<file path="config.mk">
export PLATFORM = sky130hd
export DESIGN_NAME = dmem_arbiter
export DESIGN_NICKNAME = d
export VERILOG_FILES = /design/src/rtl/dmem_arb_pkg.sv /design/src/rtl/dmem_arb_pick.sv /design/src/rtl/dmem_arbiter.sv
export SDC_FILE = /design/constraint.sdc
export NUM_CORES = 1
export LEC_CHECK = 0
export CORE_AREA = 2 2 168 170
export CTS_CLUSTER_DIAMETER = 100
export CTS_CLUSTER_SIZE = 12
export DETAILED_ROUTE_END_ITERATION = 10
export DIE_AREA = 0 0 170 172
export PLACE_DENSITY = 0.69
export SYNTH_ARGS = -nofsm -noshare
export SYNTH_HDL_FRONTEND = slang
export SYNTH_HIERARCHICAL = 1
export SYNTH_SLANG_ARGS = --single-unit
</file>
<file path="constraint.sdc">
create_clock -name clk -period 11 [get_ports clk]
set_input_delay 3.3 -clock clk [delete_from_list [all_inputs] [get_ports clk]]
set_output_delay 3.3 -clock clk [all_outputs]
set_load 0.01 [all_outputs]
</file>
<file path="src/rtl/dmem_arb_pkg.sv">
// rtl/dmem_arb_pkg.sv - shared types and constants for the data-memory arbiter
//
// Purpose : FSM state and owner encodings, doubleword geometry, and the
//           alignment helper used by dmem_arbiter and dmem_arb_pick.
// Ports   : none (package)

package dmem_arb_pkg;

  typedef enum logic [1:0] {
    IDLE  = 2'd0,
    ISSUE = 2'd1,
    WAIT  = 2'd2,
    RESP  = 2'd3
  } state_t;

  typedef enum logic {
    CORE = 1'b0,
    DBG  = 1'b1
  } owner_t;

  localparam int DW_BYTES   = 8;
  localparam int ALIGN_BITS = 3;

  // A doubleword access is legal only on an 8-byte boundary.
  function automatic logic is_misaligned(input logic [ALIGN_BITS-1:0] i_lsb);
    return |i_lsb;
  endfunction

endpackage

</file>
<file path="src/rtl/dmem_arb_pick.sv">
// rtl/dmem_arb_pick.sv - two-way grant decision with dbg starvation guard
//
// Purpose : Chooses the owner of the next memory access. Core has priority,
//           but once MAX_WAIT core grants have been made back-to-back while
//           dbg was waiting, dbg is forced through on the next decision.
// Ports   :
//   clk        in   system clock
//   rst        in   asynchronous active-high reset
//   i_core_req in   core request
//   i_dbg_req  in   dbg request
//   i_grant_en in   a grant is being taken this cycle (arbiter idle, req seen)
//   o_owner    out  requester that wins if a grant is taken (combinational)

module dmem_arb_pick
  import dmem_arb_pkg::*;
#(
  parameter int MAX_WAIT = 4
) (
  input  logic   clk,
  input  logic   rst,
  input  logic   i_core_req,
  input  logic   i_dbg_req,
  input  logic   i_grant_en,
  output owner_t o_owner
);

  localparam logic [3:0] WAIT_MAX = 4'(MAX_WAIT);

  logic [3:0] r_wait_cnt;
  logic       w_force_dbg;

  assign w_force_dbg = (r_wait_cnt == WAIT_MAX);

  // dbg wins when it is alone, or when core has had its full run of grants.
  always_comb begin
    o_owner = CORE;
    if (i_dbg_req && (!i_core_req || w_force_dbg)) begin
      o_owner = DBG;
    end
  end

  // Count only core grants that actually made dbg wait; saturate so the
  // force condition stays asserted until dbg is served.
  always_ff @(posedge clk or posedge rst) begin
    if (rst) begin
      r_wait_cnt <= 4'd0;
    end else if (i_grant_en) begin
      if (o_owner == DBG) begin
        r_wait_cnt <= 4'd0;
      end else if (i_dbg_req && !w_force_dbg) begin
        r_wait_cnt <= r_wait_cnt + 4'd1;
      end
    end
  end

endmodule

</file>
<file path="src/rtl/dmem_arbiter.sv">
// rtl/dmem_arbiter.sv - single-port data-memory arbiter and access sequencer
//
// Purpose : Shares one doubleword data memory between the pipeline MEM stage
//           (core) and a debug/loader port (dbg). One access in flight at a
//           time: IDLE -> ISSUE -> WAIT (MEM_LAT cycles) -> RESP -> IDLE.
//           Misaligned requests skip the memory and go IDLE -> RESP with err.
// Ports   :
//   clk, rst                       clock, asynchronous active-high reset
//   core_req/we/addr/wdata    in   core request, held until core_done
//   core_stall                out  core_req & ~core_done (combinational)
//   core_done/err/rdata       out  completion pulse, misalign flag, load data
//   dbg_req/we/addr/wdata     in   dbg request, same protocol as core
//   dbg_done/err/rdata        out  dbg completion, same protocol as core
//   mem_en/we/addr/wdata      out  memory strobe and registered access fields
//   mem_rdata                 in   read data, valid MEM_LAT cycles after mem_en
//   busy                      out  sequencer not idle

module dmem_arbiter
  import dmem_arb_pkg::*;
#(
  parameter int ADDR_W   = 10,
  parameter int DATA_W   = 64,
  parameter int MEM_LAT  = 1,
  parameter int MAX_WAIT = 4
) (
  input  logic              clk,
  input  logic              rst,
  input  logic              core_req,
  input  logic              core_we,
  input  logic [ADDR_W-1:0] core_addr,
  input  logic [DATA_W-1:0] core_wdata,
  output logic              core_stall,
  output logic              core_done,
  output logic              core_err,
  output logic [DATA_W-1:0] core_rdata,
  input  logic              dbg_req,
  input  logic              dbg_we,
  input  logic [ADDR_W-1:0] dbg_addr,
  input  logic [DATA_W-1:0] dbg_wdata,
  output logic              dbg_done,
  output logic              dbg_err,
  output logic [DATA_W-1:0] dbg_rdata,
  output logic              mem_en,
  output logic              mem_we,
  output logic [ADDR_W-1:0] mem_addr,
  output logic [DATA_W-1:0] mem_wdata,
  input  logic [DATA_W-1:0] mem_rdata,
  output logic              busy
);

  localparam logic [2:0] LAT_INIT = 3'(MEM_LAT);

  state_t            r_state;
  state_t            w_state_nxt;
  owner_t            r_owner;
  owner_t            w_pick;
  logic              r_we;
  logic [ADDR_W-1:0] r_addr;
  logic [DATA_W-1:0] r_wdata;
  logic              r_err;
  logic [2:0]        r_lat_cnt;
  logic [DATA_W-1:0] r_core_rdata;
  logic [DATA_W-1:0] r_dbg_rdata;

  logic              w_any_req;
  logic              w_grant_en;
  logic              w_sel_we;
  logic [ADDR_W-1:0] w_sel_addr;
  logic [DATA_W-1:0] w_sel_wdata;
  logic              w_mis;
  logic              w_resp;

  assign w_any_req  = core_req | dbg_req;
  assign w_grant_en = (r_state == IDLE) && w_any_req;

  dmem_arb_pick #(
    .MAX_WAIT (MAX_WAIT)
  ) u_pick (
    .clk        (clk),
    .rst        (rst),
    .i_core_req (core_req),
    .i_dbg_req  (dbg_req),
    .i_grant_en (w_grant_en),
    .o_owner    (w_pick)
  );

  // Request fields of whichever side the picker selects.
  assign w_sel_we    = (w_pick == DBG) ? dbg_we    : core_we;
  assign w_sel_addr  = (w_pick == DBG) ? dbg_addr  : core_addr;
  assign w_sel_wdata = (w_pick == DBG) ? dbg_wdata : core_wdata;
  assign w_mis       = is_misaligned(w_sel_addr[ALIGN_BITS-1:0]);

  // Next state and all strobes; strobes depend on state only so reset
  // forces them low immediately.
  always_comb begin
    w_state_nxt = r_state;
    w_resp      = 1'b0;
    mem_en      = 1'b0;
    mem_we      = 1'b0;
    core_done   = 1'b0;
    core_err    = 1'b0;
    dbg_done    = 1'b0;
    dbg_err     = 1'b0;
    busy        = (r_state != IDLE);

    case (r_state)
      IDLE: begin
        if (w_any_req) begin
          w_state_nxt = w_mis ? RESP : ISSUE;
        end
      end
      ISSUE: begin
        mem_en      = 1'b1;
        mem_we      = r_we;
        w_state_nxt = WAIT;
      end
      WAIT: begin
        if (r_lat_cnt == 3'd1) begin
          w_state_nxt = RESP;
        end
      end
      RESP: begin
        w_resp      = 1'b1;
        w_state_nxt = IDLE;
      end
      default: begin
        w_state_nxt = IDLE;
      end
    endcase

    if (w_resp) begin
      if (r_owner == DBG) begin
        dbg_done = 1'b1;
        dbg_err  = r_err;
      end else begin
        core_done = 1'b1;
        core_err  = r_err;
      end
    end
  end

  assign core_stall = core_req & ~core_done;
  assign mem_addr   = r_addr;
  assign mem_wdata  = r_wdata;
  assign core_rdata = r_core_rdata;
  assign dbg_rdata  = r_dbg_rdata;

  always_ff @(posedge clk or posedge rst) begin
    if (rst) begin
      r_state      <= IDLE;
      r_owner      <= CORE;
      r_we         <= 1'b0;
      r_addr       <= '0;
      r_wdata      <= '0;
      r_err        <= 1'b0;
      r_lat_cnt    <= 3'd0;
      r_core_rdata <= '0;
      r_dbg_rdata  <= '0;
    end else begin
      r_state <= w_state_nxt;
      case (r_state)
        IDLE: begin
          if (w_any_req) begin
            r_owner <= w_pick;
            r_we    <= w_sel_we;
            r_addr  <= w_sel_addr;
            r_wdata <= w_sel_wdata;
            r_err   <= w_mis;
            // A rejected access reports zero data alongside its err flag.
            if (w_mis) begin
              if (w_pick == DBG) begin
                r_dbg_rdata <= '0;
              end else begin
                r_core_rdata <= '0;
              end
            end
          end
        end
        ISSUE: begin
          r_lat_cnt <= LAT_INIT;
        end
        WAIT: begin
          r_lat_cnt <= r_lat_cnt - 3'd1;
          // Last WAIT cycle lines up with mem_rdata being valid.
          if ((r_lat_cnt == 3'd1) && !r_we) begin
            if (r_owner == DBG) begin
              r_dbg_rdata <= mem_rdata;
            end else begin
              r_core_rdata <= mem_rdata;
            end
          end
        end
        default: begin
        end
      endcase
    end
  end

endmodule

</file>
; ---- After elaboration in Yosys (flattened, before gate mapping)
; Cells that the tools add are included.
; W data, S select, Z words.
[word_totals]
ff_bits = 214
inputBits = 218
out_inout_bits = 210
wordCells = 81
[op_classes]
n_addsub = 2
n_eq_ne = 13
mux = 34
n_bitwise = 3
reduce_logical = 19
[op_table]
columns = cell, n
row1 = $mux W64, 11
row2 = $pmux W64 S2, 2
row3 = $ne A2 B2 Y1 const B, 8
row4 = $mux W1, 13
row5 = $reduce_and A6 Y1, 2
row6 = $mux W10, 1
row7 = $mux W4, 2
row8 = $pmux W2 S4, 1
row9 = $reduce_bool A2 Y1, 4
row10 = $mux W2, 3
row11 = $pmux W3 S2, 1
row12 = $reduce_and A2 Y1, 3
row13 = $add A4 B1 Y4 const B, 1
row14 = $eq A2 B2 Y1 const B, 2
row15 = $eq A4 B3 Y1 const B, 1
row16 = $logic_and A1 B1 Y1, 4
row17 = $eq A3 B1 Y1 const B, 1
row18 = $logic_not A1 Y1, 3
row19 = $reduce_or A3 Y1, 1
row20 = $sub A3 B1 Y3 const B, 1
row21 = $eq A2 B1 Y1 const B, 1
row22 = $logic_not A2 Y1, 1
row23 = $and A1 B1 Y1, 1
row24 = $logic_or A1 B1 Y1, 1
row25 = other kinds (2), 2

; ---- Depth between registers and ports, before layout
; Gate-level depths: netlist (run 1).
[logic_depth]
word_depth = 9
ltp_mapped = 10
ltp_nobuf = 8

; ---- Cells and area by module
; Netlist (run 1), hierarchy kept.
[by_module_without_submodules]
columns = module, n_inst, cells_each, area_per_inst_um2, seq_area_each_um2
row1 = dmem_arbiter, 1, 723, 9282.7, 5255.0
row2 = dmem_arb_pick, 1, 27, 241.5, 100.1

; ---- Worst setup path after synthesis (run 1)
; OpenSTA, ideal clock, no wires.
[synth_path]
kind = input -> output
from = input port core_req
to = output port core_stall
arrival_time_ns = 3.497
required_time_ns = 7.700
path_slack_ns = 4.203
cell_stages = 1
path_buffers = 0
path_cell_list = nor2b_1
[synth_between]
elab_chain_len = 1
[synth_lines]
columns = element, line
row1 = "start, declared", dmem_arbiter.sv:28  ; input logic core_req,
row2 = $and A1 B1 Y1, dmem_arbiter.sv:142  ; assign core_stall = core_req & ~core_done;
row3 = "end, declared", dmem_arbiter.sv:32  ; output logic core_stall,
; No other way between the ends.

; ---- Worst setup path after layout (run 1)
; Same ends and word-level chain as after synthesis.

==> results of run 1 <==
-- routing by layer --
layer / vias up / share of wire (%) / track usage (%)
met1: 3404 / 39 / 20.72
met4: 0 / 3.8 / 7.098
met5: - / 0 / 0
met3: 59 / 8.7 / 5.699
li1: 3376 / - / -
met2: 289 / 49 / 31.87
-- registers in the layout, summed over array words and instances (netlist names) --
| name | cells |
|---|---|
| r_state | 2 |
| r_lat_cnt | 3 |
| mem_wdata | 64 |
| dbg_rdata | 64 |
| mem_addr | 10 |
| r_owner | 1 |
| r_err | 1 |
| r_we | 1 |
| u_pick/r_wait_cnt | 4 |
| core_rdata | 64 |
-- stage by stage --
step / worst slack (ps) / util (%) / hold WS [ps] / cell area (µm²) / instances
floorplan: 1962 / - / 471.5 / 9524 / 750
global route: 2829 / 53.09 / 493.9 / 14590 / 1507
global placement: 2885 / 51.12 / 460.4 / 14050 / 1485
detailed placement: 2864 / 51.12 / 468.9 / 14050 / 1485
finish: 2866 / 53.09 / 475.6 / 14590 / 1507
CTS: 2859 / 53.09 / 482.3 / 14590 / 1507
-- worst register-to-register path: stages (launching register included) --
cell and delay, ps:
dfrtp_1 420, inv_1 70, ha_1 170, nand3b_1 160, a21boi_4 190, buf_4 590, nor3b_1 370, o211ai_2 230
nand4_4 470, buf_4 600, mux2_2 440
-- synthesized netlist by cell type (3+ instances only) --
master and n:
clkbuf_1 23, o21ai_0 82, mux2i_1 76, dfrtp_1 214, mux2_2 75, nand2_1 80, mux2_4 40, nor2_1 5
nand3b_1 3, mux2_1 14, and2_1 67, buf_2 8, buf_6 12, ha_1 8, inv_1 15
-- path summary, 6_finish.rpt --
kind	slack [ps]	start	depth (start not counted)	endpoint
max	2870	core_req	3	core_stall
min	480	mem_wdata[47]	2	mem_wdata[47]
max reg2reg	7160	u_pick/r_wait_cnt[0]	10	core_rdata[17]
min reg2reg	480	mem_wdata[47]	2	mem_wdata[47]
max in group asynchronous	5990	rst	3	core_rdata[32]
min in group asynchronous	3160	rst	2	u_pick/r_wait_cnt[0]
-- cell families after synthesis --
logic type	count (synthesis)
AO/OA/AOI/OAI	96
multiplexers	205
adder cells (fa/ha/maj)	8
buffers and inverters	60
AND/OR/NAND/NOR	167
flip-flops	214
-- final cells by class --
class,count,share of cell area [%]
Sequential cell,214,36.71
Inverter,15,0.4375
Timing Repair Buffer,434,29.66
Tap cell,346,2.968
Multi-Input combinational cell,476,26.52
Clock buffer,22,3.697
-- where the power goes --
| part | switching [µW] | leakage, µW | internal (µW) |
|---|---|---|---|
| clock | 285 | 0.000266 | 343 |
| sequential | 160 | 0.00276 | 1080 |
| combinational | 849 | 0.00345 | 1020 |
| total | 1290 | 0.00648 | 2450 |
==> flow_summary.json, run 1 <==
{
  "crit_type": "in -> out",
  "multi_input_area_um2": 3869,
  "area_delta_synth_final_pct": 53.15,
  "max_freq_mhz": 122.9,
  "cts_max_level": 1,
  "io_buffers": 427,
  "synth_nets": 976,
  "hold_buffers": 0,
  "cts_tree": "yes",
  "p_leak_uw": 0.006477,
  "gp_congestion": 0.7551,
  "core_um2": 27480,
  "synth.area.top_cells": "dfrtp_1 (56%), mux2_2 (8.9%), mux2i_1 (8.0%)",
  "rsz0062_at_grt": "false",
  "synthArstFlopShare_pct": 100.0,
  "cts_resized": 0,
  "antenna_found_initial": 0,
  "synth_top_family_by_area": "multiplexers",
  "worstPathArrival_ps": 4830,
  "drt_wl_total_um": 27120,
  "numCtsBuffers": 21,
  "track_usage_pct": 18.16,
  "report.power.total_uw": 3744,
  "num_rows": 61,
  "grt_max_degree": 142,
  "cp.required_ps": 7700,
  "via_count": 7128,
  "hp-class": "reg -> reg",
  "cp_cell_sequence": "clkdlybuf4s50_1, nor2b_1, clkdlybuf4s50_1",
  "grt_overflow": 0,
  "fin_skew_ps": 9.241,
  "clock_latency_ps": 500,
  "root_buffer": "clkbuf_16",
  "endpoint_kind": "output port",
  "synth_compound_area_share_pct": 5.413,
  "path_common_cell": "clkdlybuf4s50_1",
  "dpl.hpwl_um": 19990,
  "worst_slew_pin_slew_ps": 1004,
  "ir_drop_uv": 125.9,
  "post_drt_via_cell_ratio": 4.730,
  "dr.first_iter.drc_count": 274,
  "ant_nets": 0,
  "synth_edf_count": 0,
  "grt_pass1_vias": 7336,
  "drtPass1Iterations": 4,
  "syn_inst": 750,
  "synthDominantCellAreaShare_pct": 56.23,
  "drc": 0,
  "syn_area_um2": 9524,
  "initial_utilization_pct": 34.66,
  "synthDistinctLibCells": 35,
  "wl_per_cell_um": 18.00,
  "synthMuxAreaShare_pct": 24.82,
  "grt_pass1_wl_um": 41270,
  "die_w_um": 170,
  "nNetsFinal": 1388,
  "syn_avg_cell_area_um2": 12.70,
  "fin_crit_ps": 8134,
  "max_slew_margin_pct": 33.07,
  "synth-xor-area-share_pct": 0,
  "max-cap-violations": 0,
  "crit_path_max_incr_delay_ps": 770,
  "power.density_nw_per_um2": 256.7,
  "synth-adder-area-share_pct": 1.051,
  "path_max_fanout": 8,
  "yosysWarnings": 6,
  "register_area_um2": 5355,
  "status": "complete, no violations",
  "final_cell_mix": "clkdlybuf4s50_1 (427), dfrtp_1 (214), o21ai_0 (82)",
  "design.portCount": 428,
  "finalCritPeriodShare_pct": 73.95,
  "path_clk_slew_ps": 60,
  "cp-start-kind": "input port",
  "diodes": 0,
  "critPathSlowestCell": "clkdlybuf4s50_1",
  "mostFrequentLayoutCell": "clkdlybuf4s50_1",
  "synthFlopType": "dfrtp_1",
  "ys_seq_elements": 214,
  "path_buf_inv": 2,
  "yosys.area_share.simple_pct": 9.078,
  "die_area_um2": 29240,
  "die_h_um": 172,
  "drive_gt1_share_pct": 13.09,
  "cts.path.max_buffers": 3,
  "finalHoldViolCount": 0,
  "cts_setup_buffers": 0,
  "crit_family": "buffers and inverters",
  "synth_top_area_cell": "dfrtp_1",
  "fillers": 2444,
  "finalMaxSlewViolations": 0,
  "yosysSeqAreaShare_pct": 56.23,
  "fin_setup_tns_ps": 0,
  "clock-sinks": 214,
  "finalSetupViolCount": 0
}
(Power assumes the default switching activity.)
==> run 2: changes to the inputs <==
--- a/config.mk
+++ b/config.mk
@@ -5,12 +5,12 @@
 export SDC_FILE = /design/constraint.sdc
 export NUM_CORES = 1
 export LEC_CHECK = 0
-export CORE_AREA = 2 2 168 170
+export CORE_AREA = 2 2 167 169
 export CTS_CLUSTER_DIAMETER = 100
 export CTS_CLUSTER_SIZE = 12
 export DETAILED_ROUTE_END_ITERATION = 10
-export DIE_AREA = 0 0 170 172
-export PLACE_DENSITY = 0.69
+export DIE_AREA = 0 0 169 171
+export PLACE_DENSITY = 0.72
 export SYNTH_ARGS = -nofsm -noshare
 export SYNTH_HDL_FRONTEND = slang
 export SYNTH_HIERARCHICAL = 1
==> constraint.sdc (replaced) <==
create_clock -name clk -period 6.6 [get_ports clk]
set_input_delay 1.98 -clock clk [delete_from_list [all_inputs] [get_ports clk]]
set_output_delay 1.98 -clock clk [all_outputs]
set_load 0.01 [all_outputs]
==> flow_summary.json, run 2 (synthesized netlist as in run 1, its figures left out) <==
{
  "fin_crit_ps": 5492,
  "dr.first_iter.drc_count": 274,
  "rsz0062_at_grt": "false",
  "design.portCount": 428,
  "power.density_nw_per_um2": 428.3,
  "cts_resized": 0,
  "hp-class": "reg -> reg",
  "ir_drop_uv": 258.9,
  "report.power.total_uw": 6272,
  "status": "complete, no violations",
  "path_max_fanout": 8,
  "die_area_um2": 28900,
  "finalCritPeriodShare_pct": 83.22,
  "initial_utilization_pct": 34.86,
  "p_leak_uw": 0.006501,
  "clock-sinks": 214,
  "ant_nets": 0,
  "endpoint_kind": "output port",
  "max_slew_margin_pct": 33.54,
  "cts_tree": "yes",
  "cp.required_ps": 4620,
  "diodes": 0,
  "clock_latency_ps": 500,
  "grt_overflow": 0,
  "track_usage_pct": 18.09,
  "drive_gt1_share_pct": 13.32,
  "met1Wirelength_um": 10830,
  "max-cap-violations": 0,
  "antenna_found_initial": 0,
  "finalHoldViolCount": 0,
  "grt_max_degree": 152,
  "cts_max_level": 1,
  "area_delta_synth_final_pct": 53.76,
  "numCtsBuffers": 21,
  "finalMaxSlewViolations": 0,
  "cts.path.max_buffers": 3,
  "grt_pass1_vias": 7296,
  "drt_wl_total_um": 27230,
  "drtPass1Iterations": 4,
  "routed.top_layer": "met4",
  "cts_setup_buffers": 0,
  "dpl.hpwl_um": 20160,
  "finalSetupViolCount": 0,
  "post_drt_via_cell_ratio": 4.721,
  "root_buffer": "clkbuf_16",
  "worstPathArrival_ps": 3510,
  "die_w_um": 169,
  "wl_per_cell_um": 18.03,
  "grt_pass1_wl_um": 41000,
  "met2_length_um": 13700,
  "worst_slew_pin_slew_ps": 995.0,
  "core_um2": 27320,
  "fin_setup_tns_ps": 0,
  "met3_length_um": 1983,
  "nNetsFinal": 1390,
  "fin_skew_ps": 13.08,
  "drc": 0,
  "gp_congestion": 0.8202,
  "num_rows": 61,
  "hold_buffers": 0,
  "final_cell_mix": "clkdlybuf4s50_1 (427), dfrtp_1 (214), o21ai_0 (82)",
  "max_freq_mhz": 182.1,
  "die_h_um": 171,
  "holdWs_ps": 475.8,
  "crit_type": "in -> out",
  "via_count": 7129,
  "io_buffers": 427,
  "mostFrequentLayoutCell": "clkdlybuf4s50_1",
  "path_clk_slew_ps": 60,
  "cp-start-kind": "input port"
}
run 2: cell types whose count changed in the layout (fill, tap and decap cells not counted):
cell	before	now
clkinvlp_4	0	1
inv_8	1	0
buf_12	0	3
buf_4	7	6
inv_6	0	1
run 2: final timing paths:
path | start | endpoint | slack, ps | cells after the start
max in group asynchronous | rst | mem_wdata[8] | 3750 | 3
min | mem_wdata[35] | mem_wdata[35] | 480 | 2
min reg2reg | mem_wdata[35] | mem_wdata[35] | 480 | 2
min in group asynchronous | rst | u_pick/r_wait_cnt[1] | 1760 | 2
max | core_req | core_stall | 1110 | 3
max reg2reg | u_pick/r_wait_cnt[0] | core_rdata[37] | 3250 | 9
run 2: worst max-delay path, stage by stage:
cell and delay (ps):
clkdlybuf4s50_1 730, nor2b_1 240, clkdlybuf4s50_1 560
run 2: layout make-up:
class,instances,area [µm²]
clock inverters,1,8.758
flip-flops and latches,214,5355
fillers,2399,12680
well taps,346,432.9
clock buffers,22,539.3
multi-input cells,476,3869
repair buffers,436,4379
inverters,15,60.06
run 2: routing by layer:
layer  track usage, %  up-vias
li1                 -     3388
met1            21.18     3415
met2            32.50      281
met3            4.927       45
met4            5.351        0
met5                0        -
run 2: per-stage QoR:
step	cells	setup WS (ps)	instance area, µm²	util (%)
6_report	1510	1108	14640	53.59
5_1_grt	1510	1061	14640	53.59
4_1_cts	1510	1075	14640	53.59
3_5_place_dp	1487	1075	14100	51.59
3_3_place_gp	1487	1095	14100	51.59
2_1_floorplan	750	1892	9528	-
run 2: report_power, final:
part           switching, µW  internal, µW
clock network            474           574
registers                264          1800
logic                   1410          1740
total                   2150          4120
==> edit 1 (config.mk and constraints of run 2) <==
`DATA_W`: 64 -> 96.
--- a/src/rtl/dmem_arbiter.sv
+++ b/src/rtl/dmem_arbiter.sv
@@ -21,3 +21,3 @@
   parameter int ADDR_W   = 10,
-  parameter int DATA_W   = 64,
+  parameter int DATA_W   = 96,
   parameter int MEM_LAT  = 1,
Ports: changed (6 resized); port bits go from 428 to 620. The function was not compared with the original's and may differ.
==> edit 1 against run 2 <==
  * The flow now stops in I/O pin placement (3_2_place_iop)
  * Synthesized cell count increased by 41%
  * Synthesized area up 40%
==> edit 1: results (changes against run 2) <==
| Metric | Value |
|---|---|
| Adder-Cell Fraction of Synth Area | `0.751% (-0.30 points)` |
| Syn_area_per_cell | `12.6 um2 (-1.0%)` |
| Number of flops mapped to enable cells by yosys | `0 (unchanged)` |
| #FFs+latches synth | `310 (+45%)` |
| Post-synthesis sequential area ratio | `58.2% (+2.0 points)` |
| Distinct cells, synth | `34 (-2.9%)` |
| Status | `aborted with a tool error` |
| Tool error | `[ERROR PPL-0024] Number of IO pins (620) exceeds maximum number of available positions (608). Increase the die perimeter from 680.00um to 843.20um.` |
| Synth Net Count | `1,382 (+42%)` |
| Top cells by area, synth | `dfrtp_1 (58%), mux2_2 (9.6%), mux2i_1 (8.1%), mux2_1 (6.8%), and2_1 (4.6%)` |
| Mux contribution to synthesized area | `24.4% (-0.39 points)` |
| Failing step | `I/O pin placement (3_2_place_iop)` |
| YS warnings | `6 (unchanged)` |
| XOR/XNOR share of the synthesized area | `0% (unchanged)` |
| Post-synth top cells | `dfrtp_1 (310), o21ai_0 (114), mux2_2 (113)` |
| Async SR Flop Fraction | `100% (unchanged)` |
| Complex-gate fraction of the synthesized area | `5.07% (-0.34 points)` |
| Synth Flop Type | `dfrtp_1` |
| Row cnt | `61 (unchanged)` |
[edit 1: cell count changes after synthesis, sizes merged]
cell,before,now
dfrtp,214,310
mux2,129,193
and2,67,99
mux2i,76,108
nand2,80,112
o21ai,83,115
buf,22,36
clkbuf,23,31
[edit 1: logic make-up after synthesis]
logic type | count (synthesis)
AO/OA/AOI/OAI | 128
flip-flops | 310
multiplexers | 301
AND/OR/NAND/NOR | 231
adder cells (fa/ha/maj) | 8
buffers and inverters | 82
==> edit 2 (config.mk and constraints of run 2) <==
Made on the original files. Encoding of `state_t`: now Gray code (2 bits for 4 states).
--- a/src/rtl/dmem_arb_pkg.sv
+++ b/src/rtl/dmem_arb_pkg.sv
@@ -9,6 +9,6 @@
   typedef enum logic [1:0] {
-    IDLE  = 2'd0,
-    ISSUE = 2'd1,
-    WAIT  = 2'd2,
-    RESP  = 2'd3
+    IDLE  = 2'b00,
+    ISSUE = 2'b01,
+    WAIT  = 2'b11,
+    RESP  = 2'b10
   } state_t;
Check against the original RTL: no difference found for any inputs over 4 cycles, from zero or initial values and one cycle with rst high; so few cycles prove little.
==> edit 2 against run 2 <==
  * Non-clock buffer count stayed put
  * Hold slack better by 29 ps
  * Setup slack improved by 180 ps
  * Cell count down 0.60%
  * Global-route usage up 0.078 points
  * Sequential cell count is the same
  * Clock power hardly changed
  * Synthesized area rose by 0.35%
  * Design area about the same
  * Total power grew 6.5%
  * Via count is 1.7% higher
  * Routed wire length is 2.0% higher
  * Maximum frequency up 3.4%
==> edit 2: results (changes against run 2) <==
| Metric | Value |
|---|---|
| Status | `finished, final reports clean` |
| Sw Ratio | `34.6% (+0.29 points)` |
| Clock skew | `20.5 ps (+7.46 ps)` |
| Post-synth top cells | `dfrtp_1 (214), nor2_1 (79), mux2i_1 (77)` |
| Reg2Reg Setup Slack | `3120 ps (-130 ps)` |
| Hold Crit Endpoint | `core_rdata[62]$_DFFE_PP0P_` |
| Comb_multi_in | `471 (-1.1%)` |
| Clock buf/inv share | `3.71% (-0.034 points)` |
| GRT met1 Usage | `22.2% (+1.1 points)` |
| Met2 usage | `31.7% (-0.80 points)` |
| Flip-flop and latch share of the layout cell area | `36.6% (about the same)` |
| FMAX | `0.188 GHz (+3.4%)` |
| Worst VDD drop | `0.000236 V (-8.9%)` |
| Hold Crit Depth | `1 (-1)` |
| Non-clock inverters | `11 (-4)` |
| Setup WS pre-CTS | `1290 ps (+220 ps)` |
| Top cells by area, synth | `dfrtp_1 (56%), mux2_4 (9.4%), mux2_2 (8.1%), mux2i_1 (8.1%), and3_1 (4.3%)` |
| Pwr Total | `6.68 mW (+6.5%)` |
| Clk_buf instances | `23 (+4.5%)` |
| Lkg Pwr | `6.61 nW (+1.7%)` |
| Flop pwr share | `34.1% (+1.1 points)` |
| Synth Net Count | `972 (-0.41%)` |
| Crit path largest cell delay | `630 ps (-100 ps)` |
| Fill cell count | `2,390 (-0.38%)` |
| Worst min-delay path startpoint | `core_rdata[62]$_DFFE_PP0P_` |
| Worst Tran Pin Value | `958 ps (-36.9 ps)` |
| Met3 GRT Util | `4.35% (-0.58 points)` |
| Crit path DAT | `3330 ps (-180 ps)` |
| Fraction of area in non-clock buffers | `29.9% (about the same)` |
| Largest net degree at the start of global routing | `156 (+2.6%)` |
[edit 2: changes by cell type after synthesis, moves of 5 or more]
cell      change
nand2_1      -74
nor2_1       +74
a21oi_1      +74
mux2_1       -14
and2_1       -65
clkbuf_1      +9
o21ai_0      -78
mux2_2        -6
and3_1       +65
buf_2         -5
mux2_4       +20
[edit 2: per-layer routing]
metal	vias to the layer above	wire, um
met5	-	0
met4	0	758
met3	39	2110
met2	313	13600
met1	3474	11300
li1	3425	-
[edit 2: cell families (layout without fill, tap and decap cells)]
kind of cell    after synthesis  in the layout
buf+inv                      65            470
flops                       214            214
compound gates               93             93
fa+ha+maj                     4              4
mux                         206            206
simple gates                168            168
[edit 2: per-stage QoR]
step / cells / hold WS (ps) / area, um2
CTS: 1501 / 508 / 14600
global placement: 1478 / 488 / 14100
global route: 1501 / 514 / 14600
floorplan: 750 / 472 / 9560
detailed placement: 1478 / 494 / 14100
finish: 1501 / 505 / 14600
